## config.mk

```make
export PLATFORM = sky130hd
export DESIGN_NAME = vector_mem_unit_flat
export DESIGN_NICKNAME = d
export VERILOG_FILES = /design/src/rtl/vector_mem_unit_if.sv /design/src/rtl/vector_mem_unit.sv /design/src/flat_wrapper.sv
export SDC_FILE = /design/constraint.sdc
export NUM_CORES = 1
export LEC_CHECK = 0
export CAP_MARGIN = 20
export CORE_ASPECT_RATIO = 1.2
export CORE_UTILIZATION = 30
export DETAILED_ROUTE_END_ITERATION = 8
export PLACE_DENSITY = 0.58
export RECOVER_POWER = 50
export SYNTH_ARGS = -nofsm -noshare
export SYNTH_HDL_FRONTEND = slang
export SYNTH_SLANG_ARGS = --single-unit
```

## constraint.sdc

```tcl
create_clock -name clk -period 33.9 [get_ports clk]
set_clock_uncertainty 0.1 [all_clocks]
set_input_delay 3.39 -clock clk [delete_from_list [all_inputs] [get_ports clk]]
set_output_delay 3.39 -clock clk [all_outputs]
set_load 0.01 [all_outputs]
```

## src/rtl/vector_mem_unit_if.sv

```systemverilog
// Request/response and data-memory bus of the vector memory unit.
// The master modport is the requester plus the memory; the slave is the unit itself.
interface vector_mem_unit_if #(
    parameter int ELEMS  = 16,
    parameter int ELEM_W = 16,
    parameter int ADDR_W = 16
);
    logic                      start;
    logic                      is_store;
    logic [ADDR_W-1:0]         base_addr;
    logic [ELEMS*ELEM_W-1:0]   wdata;
    logic                      busy;
    logic                      done;
    logic [ELEMS*ELEM_W-1:0]   rdata;
    logic [ADDR_W-1:0]         mem_addr;
    logic [ELEM_W-1:0]         mem_wdata;
    logic                      mem_we;
    logic                      mem_re;
    logic [ELEM_W-1:0]         mem_rdata;
    logic                      err;

    modport master (
        output start, is_store, base_addr, wdata, mem_rdata,
        input  busy, done, rdata, mem_addr, mem_wdata, mem_we, mem_re, err
    );

    modport slave (
        input  start, is_store, base_addr, wdata, mem_rdata,
        output busy, done, rdata, mem_addr, mem_wdata, mem_we, mem_re, err
    );
endinterface

```

## src/rtl/vector_mem_unit.sv

```systemverilog
// VLD/VST executor: moves one vector between a register and word-wide data memory, one lane per cycle.
// Optional VMEM_WRAP_ERR_EN: err pulses with done when any lane address wrapped past the top of memory.
//
// state | meaning
// IDLE  | waiting for start
// XFER  | one memory strobe per cycle, lanes 0..ELEMS-1
// DRAIN | load only: capture the last returning word
// FIN   | single-cycle done pulse
module vector_mem_unit #(
    parameter int ELEMS  = 16,
    parameter int ELEM_W = 16,
    parameter int ADDR_W = 16
) (
    input logic               clk,
    input logic               rst,
    vector_mem_unit_if.slave  bus
);
    localparam int IDX_W = $clog2(ELEMS);
    localparam int VEC_W = ELEMS * ELEM_W;
    localparam logic [IDX_W-1:0] IDX_LAST = IDX_W'(ELEMS - 1);
    localparam logic [IDX_W-1:0] IDX_ONE  = IDX_W'(1);

    typedef enum logic [1:0] {IDLE, XFER, DRAIN, FIN} state_t;

    state_t             state;
    logic [IDX_W-1:0]   idx;
    logic [IDX_W-1:0]   idx_next;
    logic [IDX_W-1:0]   idx_prev;
    logic               is_store_q;
    logic [VEC_W-1:0]   wdata_q;

    always_comb begin
        idx_next = idx + IDX_ONE;
        idx_prev = idx - IDX_ONE;
    end

    always_ff @(posedge clk or posedge rst) begin
        if (rst) begin
            state         <= IDLE;
            idx           <= '0;
            is_store_q    <= 1'b0;
            wdata_q       <= '0;
            bus.busy      <= 1'b0;
            bus.done      <= 1'b0;
            bus.mem_we    <= 1'b0;
            bus.mem_re    <= 1'b0;
            bus.mem_addr  <= '0;
            bus.mem_wdata <= '0;
            bus.rdata     <= '0;
        end else begin
            case (state)
                IDLE: begin
                    if (bus.start) begin
                        state         <= XFER;
                        idx           <= '0;
                        is_store_q    <= bus.is_store;
                        wdata_q       <= bus.wdata;
                        bus.busy      <= 1'b1;
                        bus.mem_addr  <= bus.base_addr;
                        bus.mem_we    <= bus.is_store;
                        bus.mem_re    <= !bus.is_store;
                        bus.mem_wdata <= bus.is_store ? bus.wdata[ELEM_W-1:0] : '0;
                    end
                end
                XFER: begin
                    // read data trails the strobe by one cycle, so lane idx-1 lands now
                    if (!is_store_q && idx != '0)
                        bus.rdata[idx_prev*ELEM_W +: ELEM_W] <= bus.mem_rdata;
                    if (idx == IDX_LAST) begin
                        bus.mem_we    <= 1'b0;
                        bus.mem_re    <= 1'b0;
                        bus.mem_wdata <= '0;
                        if (is_store_q) begin
                            state    <= FIN;
                            bus.done <= 1'b1;
                        end else begin
                            state    <= DRAIN;
                        end
                    end else begin
                        idx           <= idx_next;
                        bus.mem_addr  <= bus.mem_addr + ADDR_W'(1);
                        bus.mem_wdata <= is_store_q ? wdata_q[idx_next*ELEM_W +: ELEM_W] : '0;
                    end
                end
                DRAIN: begin
                    bus.rdata[(ELEMS-1)*ELEM_W +: ELEM_W] <= bus.mem_rdata;
                    state    <= FIN;
                    bus.done <= 1'b1;
                end
                FIN: begin
                    state    <= IDLE;
                    bus.done <= 1'b0;
                    bus.busy <= 1'b0;
                end
                default: state <= IDLE;
            endcase
        end
    end

`ifdef VMEM_WRAP_ERR_EN
    localparam logic [ADDR_W-1:0] WRAP_LIMIT = ADDR_W'((2 ** ADDR_W) - ELEMS);

    logic wrap_q;
    logic fin_next;

    assign fin_next = (state == XFER && idx == IDX_LAST && is_store_q) || (state == DRAIN);

    always_ff @(posedge clk or posedge rst) begin
        if (rst) begin
            wrap_q  <= 1'b0;
            bus.err <= 1'b0;
        end else begin
            if (state == IDLE && bus.start)
                wrap_q <= bus.base_addr > WRAP_LIMIT;
            bus.err <= fin_next && wrap_q;
        end
    end
`else
    assign bus.err = 1'b0;
`endif
endmodule

```

## src/flat_wrapper.sv

```systemverilog
// flat-port wrapper written by rule: the top's interface ports become plain ports
module vector_mem_unit_flat 
#(
    parameter int ELEMS  = 16,
    parameter int ELEM_W = 16,
    parameter int ADDR_W = 16
)
  (clk, rst, bus_start, bus_is_store, bus_base_addr, bus_wdata, bus_mem_rdata, bus_busy, bus_done, bus_rdata, bus_mem_addr, bus_mem_wdata, bus_mem_we, bus_mem_re, bus_err);
  vector_mem_unit_if #(.ELEMS(ELEMS), .ELEM_W(ELEM_W), .ADDR_W(ADDR_W)) bus_i ();
  input logic clk;
  input logic rst;
  input wire logic [$bits(bus_i.start)-1:0] bus_start;
  input wire logic [$bits(bus_i.is_store)-1:0] bus_is_store;
  input wire logic [$bits(bus_i.base_addr)-1:0] bus_base_addr;
  input wire logic [$bits(bus_i.wdata)-1:0] bus_wdata;
  input wire logic [$bits(bus_i.mem_rdata)-1:0] bus_mem_rdata;
  output wire logic [$bits(bus_i.busy)-1:0] bus_busy;
  output wire logic [$bits(bus_i.done)-1:0] bus_done;
  output wire logic [$bits(bus_i.rdata)-1:0] bus_rdata;
  output wire logic [$bits(bus_i.mem_addr)-1:0] bus_mem_addr;
  output wire logic [$bits(bus_i.mem_wdata)-1:0] bus_mem_wdata;
  output wire logic [$bits(bus_i.mem_we)-1:0] bus_mem_we;
  output wire logic [$bits(bus_i.mem_re)-1:0] bus_mem_re;
  output wire logic [$bits(bus_i.err)-1:0] bus_err;
  assign bus_i.start = bus_start;
  assign bus_i.is_store = bus_is_store;
  assign bus_i.base_addr = bus_base_addr;
  assign bus_i.wdata = bus_wdata;
  assign bus_i.mem_rdata = bus_mem_rdata;
  assign bus_busy = bus_i.busy;
  assign bus_done = bus_i.done;
  assign bus_rdata = bus_i.rdata;
  assign bus_mem_addr = bus_i.mem_addr;
  assign bus_mem_wdata = bus_i.mem_wdata;
  assign bus_mem_we = bus_i.mem_we;
  assign bus_mem_re = bus_i.mem_re;
  assign bus_err = bus_i.err;
  vector_mem_unit #(.ELEMS(ELEMS), .ELEM_W(ELEM_W), .ADDR_W(ADDR_W)) u_core (.clk(clk), .rst(rst), .bus(bus_i));
endmodule
```

# Word-level counts from Yosys, hierarchy flattened

Cells that the tools add are included.

Bits in writable memories: 0
Latch bits: 0
ROM bits: 0
Register bits: 555
Memories: 0

$lt $le $gt $ge: 0
Add/subtract/negate cells: 4
Reduce and logical (&&, ||, !) cells: 18
Shift operators: 3
Multipliers: 0
Divide/modulo/power cells: 0
Muxes and demuxes: 28
Bitwise operators: 0
Eq/ne operators: 9

Operators by type and width:

| operator                                                 | number |
|---|---|
| bitwise mux 256 bit                                      | 1 |
| two-way mux 256 bit                                      | 1 |
| variable shift 16 x 34 -> 256 bit (first input constant) | 1 |
| variable part select 16 x 34 -> 256 bit                  | 1 |
| variable part select 256 x 9 -> 16 bit                   | 1 |
| two-way mux 16 bit                                       | 6 |
| case mux 16 bit (2 select lines)                         | 3 |
| negator 8 -> 34 bit                                      | 1 |
| adder 16 x 1 -> 16 bit (second input constant)           | 1 |
| AND reduction 2 bit                                      | 6 |
| AND reduction 3 bit                                      | 3 |
| two-way mux 4 bit                                        | 2 |
| case mux 2 bit (4 select lines)                          | 1 |
| case mux 4 bit (2 select lines)                          | 1 |
| two-way mux 1 bit                                        | 7 |
| inequality test 2 x 1 -> 1 bit (second input constant)   | 3 |
| case mux 1 bit (2 select lines)                          | 3 |
| nonzero test 2 bit                                       | 3 |
| adder 4 x 1 -> 4 bit (second input constant)             | 1 |
| equality test 2 bit (second input constant)              | 2 |
| equality test 4 bit (second input constant)              | 1 |
| two-way mux 2 bit                                        | 2 |
| inequality test 2 bit (second input constant)            | 2 |
| nonzero test 4 bit                                       | 1 |
| other kinds (7)                                          | 8 |

# Longest topological paths before layout

Gate-level depths: netlist (run 1).

Depth in word-level cells: 6
Mapped depth: 16

# Worst setup path after synthesis (run 1)

No wires, ideal clock.

Kind: in2reg
Start: input bus_start
End: register u_core.wdata_q[0]
Path buffers: 2
Data arrival time: 4.561 ns
Data required time: 33.675 ns
Stages: 4
Slack: 29.114 ns
Cell sequence: nand2_1 buf_1 clkbuf_1 mux2_2

Cells in the longest elaborated chain, start to end: 1

Ends and longest elaborated chain:

| element                              | RTL line              | source |
|---|---|---|
| start, declared                      | flat_wrapper.sv:12    | `input wire logic [$bits(bus_i.start)-1:0] bus_start;` |
| AND reduction 2 bit (no source line) | n/a                   |  |
| end signal, assigned                 | vector_mem_unit.sv:57 | `wdata_q <= bus.wdata;` |
| end, declared                        | vector_mem_unit.sv:30 | `logic [VEC_W-1:0] wdata_q;` |

No other way between the ends.
A chain may end at the register's enable or synchronous reset.

==> summary.md, run 1 <==
| Metric | Value |
|---|---|
| Synthesized Nets | `2190` |
| Deepest clock path buffer count | `3` |
| Gpl congestion | `0.800` |
| Post-Synth Adder-Cell Area | `0.616%` |
| Clk sink count | `555` |
| Status | `finished, violations left` |
| Overflow after GRT | `0` |
| Critical setup path kind | `input pin to asynchronous set/reset pin` |
| Mapped Avg Cell Area | `12.9 sq um` |
| Final min period | `14.58 ns` |
| IO Pins | `585` |
| Latest clock arrival within the worst-skew pair | `0.65 ns` |
| Post-CTS Resized | `0` |
| YS warnings | `0` |
| Worst r2r src | `u_core.idx[0]$_DFFE_PP0P_` |
| Arrival time worst endpoint | `13.10 ns` |
| Slowest stage delay, CP | `between 6 and 7 ns` |
| Initial Util | `roughly 30%` |
| Post-Synth Simple-Gate Area | `~7.2%` |
| EDFF count, synth | `0` |
| Start point of the critical path | `rst` |
| Avg Vias per Cell | `4.93` |
| Fraction of registers with async set/reset | `100%` |
| Final setup vio count | `0` |
| Fmax | `between 60 and 70 MHz` |
| Hold Crit Class | `flip-flop to flip-flop` |
| Pin count of the biggest net entering global routing | `165` |
| Vias | `around 17000` |
| Dpl hpwl | `60400 um` |
| Total GRT Usage | `about a fifth` |
| Total leakage power | `14.3 nW` |
| Layout Nets | `between 2000 and 3000` |
| FF-to-FF path depth | `10` |
| Setup TNS | `0 ns` |
| Worst Path Max Fanout | `164` |
| Clock transition at path regs | `0.06 ns` |
| Initial DRC Count | `1212` |
| Width of the die | `262 um` |
| Fillers | `between 7000 and 8000` |
| Final ANT Viol Nets | `0` |
| Minimum hold slack | `0.377 ns` |
| CP max-delay cell | `clkbuf_1` |
| CTS tree | `yes` |
| R2R Setup Slk | `25.43 ns` |
| DRC viols | `0` |
| Power density over the cells | `97.0 nW/um^2` |
| Mux share of post-synthesis cell area | `24.7%` |
| PortBufs | `583` |
| CORE AREA | `80400 sq um` |
| DR WL/cell | `23.2 um` |
| Num rows | `114` |
| Final Max Tran Viols | `525` |
| RSZ-0062 raised after global routing | `false` |
| Post-synthesis register bit count | `555` |
| Post-Synth XOR/XNOR Area | `0.390%` |
| # hold bufs at CTS | `0` |
| Slew margin rel. | `-466%` |
| Critical Path RT | `32.42 ns` |
| Crit start category | `input pin` |
| Root buf cell | `clkbuf_16` |
| Post-synth top area cell | `dfrtp_1` |
| Measured slew at the worst slew-check pin | `8.49 ns` |
| CTS Buf Count | `about 60` |
| Area contributors post-synth | `dfrtp_1, mux2_2, mux4_2` |
| Initial antenna violation count | `21` |
| Post-synth top cells | `dfrtp_1, mux2_2, nand2_1` |
| Largest family of logic cells by synthesized area | `multiplexers` |
| Crit-path cells | `dlygate4sd3_1, clkinvlp_2, clkbuf_1` |
| Mapped Area | `24400 sq um` |
| Top-area cell type share of the netlist area | `57.0%` |
| CP Capture Point | `u_core.bus.rdata[164]$_DFFE_PP0P_` |
| Most common cell in the synthesized netlist | `dfrtp_1` |
| Synth Instances | `1886` |
| DRT Pass-1 Iters | `6` |
| H-tree depth | `2` |
| R2R Path End | `u_core.bus.rdata[50]$_DFFE_PP0P_` |
| Max VDD drop | `roughly 0.051 mV` |
| Synth-to-Final Area Change | `36.7%` |
| Final WL | `a little over 80000 um` |
| Failing checks | `capacitance limit, slew limit` |
| Main synth FF type | `dfrtp_1` |
| Yosys cell types | `60` |
| Height of the die | `314 um` |
| Max_cap viols | `8` |
| Final Cycle Share | `43.0%` |
| Register area share after synthesis | `57.0%` |
| Vias in the first global route | `between 15000 and 20000` |
| Share of cells above drive strength 1 | `23.3%` |
| CP Capture Type | `asynchronous set/reset pin` |
| Final count of hold timing violations | `0` |
| First-pass GRT wire length | `121000 um` |
| Die area | `slightly above 80000 sq um` |
| Setup bufs post-CTS | `0` |
| Post-synthesis compound-gate area fraction | `6.63%` |
## worst min-delay path by stage
stage                                           startpoint                          endpoint  slack [ns]  cells past startpoint
after floorplan            u_core.wdata_q[243]$_DFFE_PP0P_   u_core.wdata_q[243]$_DFFE_PP0P_        0.37                      1
final                     u_core.bus.rdata[41]$_DFFE_PP0P_  u_core.bus.rdata[41]$_DFFE_PP0P_        0.38                      2
after global placement    u_core.bus.rdata[42]$_DFFE_PP0P_  u_core.bus.rdata[42]$_DFFE_PP0P_        0.36                      2
after global routing      u_core.bus.rdata[41]$_DFFE_PP0P_  u_core.bus.rdata[41]$_DFFE_PP0P_        0.39                      2
after detailed placement  u_core.bus.rdata[30]$_DFFE_PP0P_  u_core.bus.rdata[30]$_DFFE_PP0P_        0.37                      2
after CTS                 u_core.bus.rdata[30]$_DFFE_PP0P_  u_core.bus.rdata[30]$_DFFE_PP0P_        0.38                      2
## per-stage QoR
step           utilization, %  std cells  area, sq um  total power (W)  setup WS, ns
6_report                 41.4       3531        33300          0.00323         19.32
5_1_grt                  41.4       3530        33300          0.00343         17.02
4_1_cts                  41.5       3524        33400          0.00332         26.77
3_5_place_dp             38.9       3411        31300          0.00262         26.08
3_3_place_gp             38.9       3409        31300          0.00257         26.20
2_1_floorplan               -       1886        24400          0.00196         14.89
## worst max-delay path: cells and delay by family
| kind | cells | cell delay [ns] |
|---|---|---|
| buffers and inverters | 3 | 9.38 |
## registers in the layout (all words and copies together), names as in the netlist
name,count
u_core.bus.done,1
u_core.bus.mem_addr,16
u_core.bus.mem_re,1
u_core.bus.mem_wdata,16
u_core.bus.mem_we,1
u_core.state,2
u_core.is_store_q,1
u_core.bus.busy,1
u_core.bus.rdata,256
u_core.idx,4
u_core.wdata_q,256
## report_power, final
group          internal (W)  leakage (nW)  switching, W  total, W
logic              0.000716          6.56      0.000691   0.00141
clock network      0.000398          1.02      0.000287  0.000685
registers          0.000957          6.68      0.000184   0.00114
## routing by layer
metal  track usage (%)  vias to the layer above  wire [um]
met1              22.7                     8713      31200
met5                 0                        -        207
met3              6.91                      164       7240
met2              33.7                      659      40300
li1                  -                     7851          -
met4              6.98                       32       2900
## layout by cell type, fill, tap and decap left out, types with 7 or more instances in the layout
| master | Yosys | final |
|---|---|---|
| clkbuf_16 | 0 | 62 |
| ha_1 | 12 | 12 |
| clkbuf_8 | 0 | 13 |
| mux2_1 | 1 | 9 |
| clkinv_2 | 0 | 17 |
| inv_1 | 68 | 67 |
| nand2_1 | 200 | 200 |
| buf_4 | 3 | 26 |
| dlygate4sd3_1 | 0 | 131 |
| o31ai_1 | 16 | 16 |
| o211ai_1 | 16 | 16 |
| mux2_2 | 348 | 348 |
| nor2_1 | 32 | 32 |
| a22o_1 | 33 | 33 |
| a21oi_1 | 41 | 41 |
| nand4_1 | 7 | 7 |
| o22ai_1 | 17 | 17 |
| nor3_1 | 74 | 72 |
| mux2i_1 | 28 | 27 |
| clkbuf_1 | 102 | 20 |
| o21ai_0 | 116 | 116 |
| nand3_1 | 30 | 30 |
| dfrtp_1 | 555 | 555 |
| mux4_2 | 74 | 74 |
| clkdlybuf4s50_1 | 0 | 452 |
## logic make-up (layout without fill, tap and decap cells)
| group | Yosys count | after routing |
|---|---|---|
| muxes | 461 | 461 |
| AOI/OAI and AO/OA | 262 | 262 |
| other | 1 | 2 |
| DFF | 555 | 555 |
| adders and majority gates | 12 | 12 |
| buffers and inverters | 208 | 808 |
| and+or+nand+nor | 380 | 380 |
| xor gates and xnor gates | 7 | 7 |
## cell type report
type / count / area (sq um) / area share [%]
inverters: 69 / 260 / 0.781
multi-input cells: 1123 / 9630 / 28.9
repair buffers: 626 / 6180 / 18.5
clock buffers: 82 / 1740 / 5.21
clock inverters: 31 / 330 / 0.991
flip-flops and latches: 555 / 13900 / 41.7
diodes: 1 / 2.50 / 0.00751
well taps: 1044 / 1310 / 3.92
No activity file was read; power rests on OpenSTA's default activity.
==> run 2: changes to the inputs <==
clock period = 14.96 ns   (was 33.9 ns; I/O delays follow)
==> run 2 against run 1 <==
Effect of this change: the run still ends with capacitance limit, slew limit left; cell count did not move; sequential share of layout area fell by 0.30 points; worst setup slack got worse by 12 ns; die area did not move; combinational power rose by 130%; sequential cell count did not move; hold slack got worse by 0.0042 ns; core utilization rose by 0.31 points; total power rose by 130%.
==> summary.md, run 2 (synthesis results as in run 1) <==
| Metric | Value |
|---|---|
| Die area | `82400 sq um` |
| Num rows | `114` |
| Final Max Tran Viols | `258` |
| H-tree depth | `2` |
| Vias | `approximately 18000` |
| Max_cap viols | `5` |
| DRC viols | `0` |
| Final count of hold timing violations | `0` |
| Total GRT Usage | `20.0%` |
| Power density over the cells | `219 nW/um^2` |
| Pin count of the biggest net entering global routing | `189` |
| Commonest non-fill, non-tap cells in the layout | `dfrtp_1, mux2_2, dlygate4sd3_1` |
| DRT Pass-1 Iters | `5` |
| DR WL/cell | `23.5 um` |
| Slew margin rel. | `-130%` |
| Vias in the first global route | `18600` |
| # hold bufs at CTS | `0` |
| Final Cell Area | `33600 sq um` |
| CORE AREA | `80400 sq um` |
| Initial Util | `30.3%` |
| Commonest non-fill, non-tap cell in the layout | `dfrtp_1` |
| Failing checks | `capacitance limit, slew limit` |
| Worst Path Max Fanout | `between 60 and 70` |
| Final min period | `roughly 8.1 ns` |
| CP max-delay cell | `clkbuf_1` |
| Crit-path cells | `dlygate4sd3_1, clkinvlp_4, clkbuf_1, clkbuf_1, buf_4, buf_4, buf_16` |
| Min-delay src | `u_core.bus.rdata[57]$_DFFE_PP0P_` |
| Critical setup path kind | `input pin to asynchronous set/reset pin` |
| Final Cycle Share | `53.9%` |
| Arrival time worst endpoint | `between 8 and 9 ns` |
| Final WL | `83100 um` |
| CTS tree | `yes` |
| Clk sink count | `~560` |
| Setup TNS | `0 ns` |
| First-pass GRT wire length | `124000 um` |
| Post-CTS Resized | `0` |
| Crit start category | `input pin` |
| Setup bufs post-CTS | `0` |
| Placed cell areas | `31300 sq um` |
| Overflow after GRT | `0` |
| Initial DRC Count | `1171` |
| Max VDD drop | `0.132 mV` |
| Clock transition at path regs | `0.06 ns` |
| Measured slew at the worst slew-check pin | `3.45 ns` |
| Deepest clock path buffer count | `3` |
| Latest clock arrival within the worst-skew pair | `0.63 ns` |
| Gpl congestion | `0.838` |
| Start point of the critical path | `rst` |
| Fillers | `7504` |
| Final ANT Viol Nets | `0` |
| RSZ-0062 raised after global routing | `false` |
| Final setup vio count | `0` |
| Height of the die | `about 310 um` |
| Fin cells | `roughly 3500` |
| Fmax | `between 100 and 150 MHz` |
| Initial antenna violation count | `15` |
| Layout Nets | `2741` |
| CP Capture Type | `asynchronous set/reset pin` |
| Final setup margin | `6.90 ns` |
| Synth-to-Final Area Change | `37.8%` |
| Dpl cells | `3411` |
| Biggest regs | `u_core.bus.rdata (256), u_core.wdata_q (256)` |
| Status | `finished, violations left` |
| IO Pins | `585` |
| Final Util | `a little over two fifths` |
| Critical Path RT | `15.66 ns` |
| Total leakage power | `14.5 nW` |
| Hold Crit Class | `flip-flop to flip-flop` |
| Dpl hpwl | `61700 um` |
| PortBufs | `slightly below 600` |
| Pre-CTS setup slack | `approximately 9.4 ns` |
| Root buf cell | `clkbuf_16` |
| Avg Vias per Cell | `between 4 and 5` |
| Width of the die | `262 um` |
| Slowest stage delay, CP | `2.41 ns` |
| Worst r2r src | `u_core.idx[0]$_DFFE_PP0P_` |
| CTS Buf Count | `60` |
| Share of cells above drive strength 1 | `around 24%` |
-- run 2: cell count changes in the layout (fill, tap and decap cells not counted), moves of 6 or more --
cell,before,now
clkbuf_1,20,14
mux2_1,9,1
clkinv_2,17,9
dlygate4sd3_1,131,294
clkdlybuf4s50_1,452,289
mux2_4,2,10
-- run 2: per-stage QoR --
| step | hold WS, ns | total power (W) |
|---|---|---|
| after floorplan | 0.374 | 0.00443 |
| after global placement | 0.362 | 0.00585 |
| after detailed placement | 0.369 | 0.00596 |
| after CTS | 0.382 | 0.00759 |
| after global routing | 0.396 | 0.00782 |
| final | 0.373 | 0.00737 |
-- run 2: layout make-up --
type	instances	area (sq um)	area share [%]
Tap cell	1044	1310	3.89
Clock buffer	84	1720	5.13
Multi-Input combinational cell	1123	9710	28.9
Sequential cell	555	13900	41.4
Timing Repair Buffer	628	6280	18.7
Inverter	69	263	0.782
Antenna cell	2	5.00	0.0149
Clock inverter	26	413	1.23
-- run 2: routing by layer --
layer | GRT usage, % | up-vias | wire, um
li1 | - | 7848 | -
met1 | 21.9 | 8862 | 30400
met2 | 35.4 | 710 | 41700
met3 | 7.78 | 169 | 8090
met4 | 6.78 | 26 | 2800
met5 | 0 | - | 164
-- run 2: worst paths after layout --
kind / end / slack [ns] / depth (start not counted)
max in group clk: u_core.bus.rdata[96]$_DFFE_PP0P_ / 8.52 / 7
min reg2reg: u_core.bus.rdata[57]$_DFFE_PP0P_ / 0.37 / 2
max: u_core.wdata_q[217]$_DFFE_PP0P_ / 6.90 / 7
max reg2reg: u_core.bus.rdata[96]$_DFFE_PP0P_ / 8.52 / 7
min: u_core.bus.rdata[57]$_DFFE_PP0P_ / 0.37 / 2
min in group asynchronous: u_core.bus.rdata[36]$_DFFE_PP0P_ / 2.61 / 3
-- run 2: critical path: cells and delay by family --
family / cells / cell delay (ns)
buf+inv: 7 / 7.13
-- run 2: power by group --
group | internal (W) | switching, W
sequential | 0.00217 | 0.000403
combinational | 0.00159 | 0.00160
clock | 0.000973 | 0.000632
total | 0.00473 | 0.00264
==> run 3: changes to the inputs <==
PLACE_DENSITY = 0.6   (was 0.58)
clock period = 6.5 ns   (was 14.96 ns; I/O delays follow)
==> run 3 against run 2 <==
Effect of this change: the run still ends with capacitance limit, slew limit left; core utilization shrank 0.36 points; wire length shrank 2.2%; sequential cell count is the same; clock power grew 110%; sequential power grew 130%; die area is the same; largest power group unchanged; highest routed layer unchanged.
==> summary.md, run 3 (synthesis results as in run 1) <==
| Metric | Value |
|---|---|
| Vias in the first global route | `18300` |
| Initial antenna violation count | `19` |
| Die area | `82400 sq um` |
| Clock transition at path regs | `0.06 ns` |
| Slew margin rel. | `-119%` |
| Pin count of the biggest net entering global routing | `around 180` |
| Setup TNS | `0 ns` |
| Gpl congestion | `0.852` |
| Height of the die | `between 300 and 400 um` |
| CTS tree | `yes` |
| First-pass GRT wire length | `120000 um` |
| IO Pins | `585` |
| Clk sink count | `555` |
| Root buf cell | `clkbuf_16` |
| Overflow after GRT | `0` |
| Biggest regs | `u_core.bus.rdata (256), u_core.wdata_q (256)` |
| Initial DRC Count | `~1200` |
| Dpl hpwl | `60300 um` |
| Fillers | `7535` |
| Status | `finished, violations left` |
| CP Capture Type | `flip-flop` |
| Share of cells above drive strength 1 | `23.6%` |
| Final setup margin | `1.53 ns` |
| Post-CTS Resized | `0` |
| Num rows | `114` |
| Total leakage power | `14.2 nW` |
| Pre-CTS setup slack | `~1.4 ns` |
| Setup bufs post-CTS | `0` |
| Final setup vio count | `0` |
| Final Max Tran Viols | `169` |
| Worst Path Max Fanout | `39` |
| Commonest non-fill, non-tap cells in the layout | `dfrtp_1, clkdlybuf4s50_1, mux2_2` |
| Total power | `0.0167 W` |
| Commonest non-fill, non-tap cell in the layout | `dfrtp_1` |
| Vias | `17400` |
| Max_cap viols | `4` |
| Avg Vias per Cell | `4.93` |
| # hold bufs at CTS | `0` |
| Latest clock arrival within the worst-skew pair | `~0.64 ns` |
| CORE AREA | `80400 sq um` |
| Max VDD drop | `0.304 mV` |
| Measured slew at the worst slew-check pin | `3.29 ns` |
| PortBufs | `583` |
| CTS Buf Count | `61` |
| Synth-to-Final Area Change | `36.6%` |
| Hold Crit Class | `flip-flop to flip-flop` |
| Arrival time worst endpoint | `around 5.4 ns` |
| Critical Path RT | `between 6 and 7 ns` |
| Critical setup path kind | `flip-flop to flip-flop` |
| Crit start category | `flip-flop` |
| Final WL | `81300 um` |
| RSZ-0062 raised after global routing | `false` |
| Failing checks | `capacitance limit, slew limit` |
| Worst Hold Path Cells | `2` |
| Layout Nets | `2734` |
| Power density over the cells | `roughly 500 nW/um^2` |
| Final ANT Viol Nets | `0` |
| Final count of hold timing violations | `0` |
| Initial Util | `30.3%` |
| Total GRT Usage | `between 10% and 20%` |
| Deepest clock path buffer count | `3` |
| Fmax | `201 MHz` |
| FF-to-FF path depth | `10` |
| Width of the die | `262 um` |
| Final Cycle Share | `76.4%` |
| DRC viols | `0` |
| Final min period | `4.97 ns` |
| DR WL/cell | `roughly 23 um` |
| DRT Pass-1 Iters | `5` |
| H-tree depth | `2` |
-- run 3: cell types whose count changed in the layout (fill, tap and decap cells not counted), moves of 4 or more --
| cell | before | now |
|---|---|---|
| buf_4 | 31 | 25 |
| bufinv_16 | 10 | 2 |
| clkbuf_1 | 14 | 21 |
| clkbuf_8 | 14 | 10 |
| clkdlybuf4s50_1 | 289 | 439 |
| diode_2 | 2 | 6 |
| dlygate4sd3_1 | 294 | 144 |
-- run 3: path summary, 6_finish.rpt --
check	from	to	slack, ns
hold / removal	u_core.bus.rdata[58]$_DFFE_PP0P_	u_core.bus.rdata[58]$_DFFE_PP0P_	0.37
hold reg to reg	u_core.bus.rdata[58]$_DFFE_PP0P_	u_core.bus.rdata[58]$_DFFE_PP0P_	0.37
min in group asynchronous	rst	u_core.bus.rdata[181]$_DFFE_PP0P_	0.69
setup reg to reg	u_core.idx[0]$_DFFE_PP0P_	u_core.bus.rdata[24]$_DFFE_PP0P_	1.53
max in group asynchronous	rst	u_core.wdata_q[97]$_DFFE_PP0P_	1.96
setup / recovery	u_core.idx[0]$_DFFE_PP0P_	u_core.bus.rdata[24]$_DFFE_PP0P_	1.53
-- run 3: final cells by class --
| cell class | instances | area [sq um] | share of cell area, % |
|---|---|---|---|
| diodes | 6 | 15.0 | 0.0451 |
| clock inverters | 22 | 209 | 0.627 |
| clock buffers | 87 | 1750 | 5.24 |
| repair buffers | 620 | 6150 | 18.5 |
| flip-flops and latches | 555 | 13900 | 41.7 |
| multi-input cells | 1123 | 9720 | 29.2 |
| well taps | 1044 | 1310 | 3.92 |
| inverters | 69 | 260 | 0.782 |
-- run 3: power by group --
part           switching, W  internal (W)
sequential          0.00102       0.00499
combinational       0.00359       0.00373
clock               0.00145       0.00195
-- run 3: critical path: stages (launching register included) --
cell	delay, ns
dfrtp_4	0.88
inv_1	0.61
ha_1	0.53
xor2_4	0.26
nor2_1	0.08
ha_1	0.29
buf_4	0.30
nand3_1	0.53
nor2_1	0.97
nand2_1	0.13
o21ai_0	0.18
-- run 3: metrics by stage --
step                      hold WS [ns]  util (%)  cells  area [sq um]
final                            0.374      41.4   3526         33300
after global routing             0.391      41.4   3523         33300
after CTS                        0.362      41.3   3516         33300
after detailed placement         0.371      38.9   3407         31300
after global placement           0.361      38.9   3407         31300
after floorplan                  0.374         -   1886         24400
-- run 3: per-layer routing --
| metal | global-route usage (%) | up-vias | wire length, um |
|---|---|---|---|
| met2 | 34.6 | 669 | 41400 |
| li1 | - | 7834 | - |
| met5 | 0 | - | 180 |
| met3 | 6.17 | 152 | 6570 |
| met1 | 21.9 | 8719 | 30300 |
| met4 | 6.99 | 26 | 2810 |
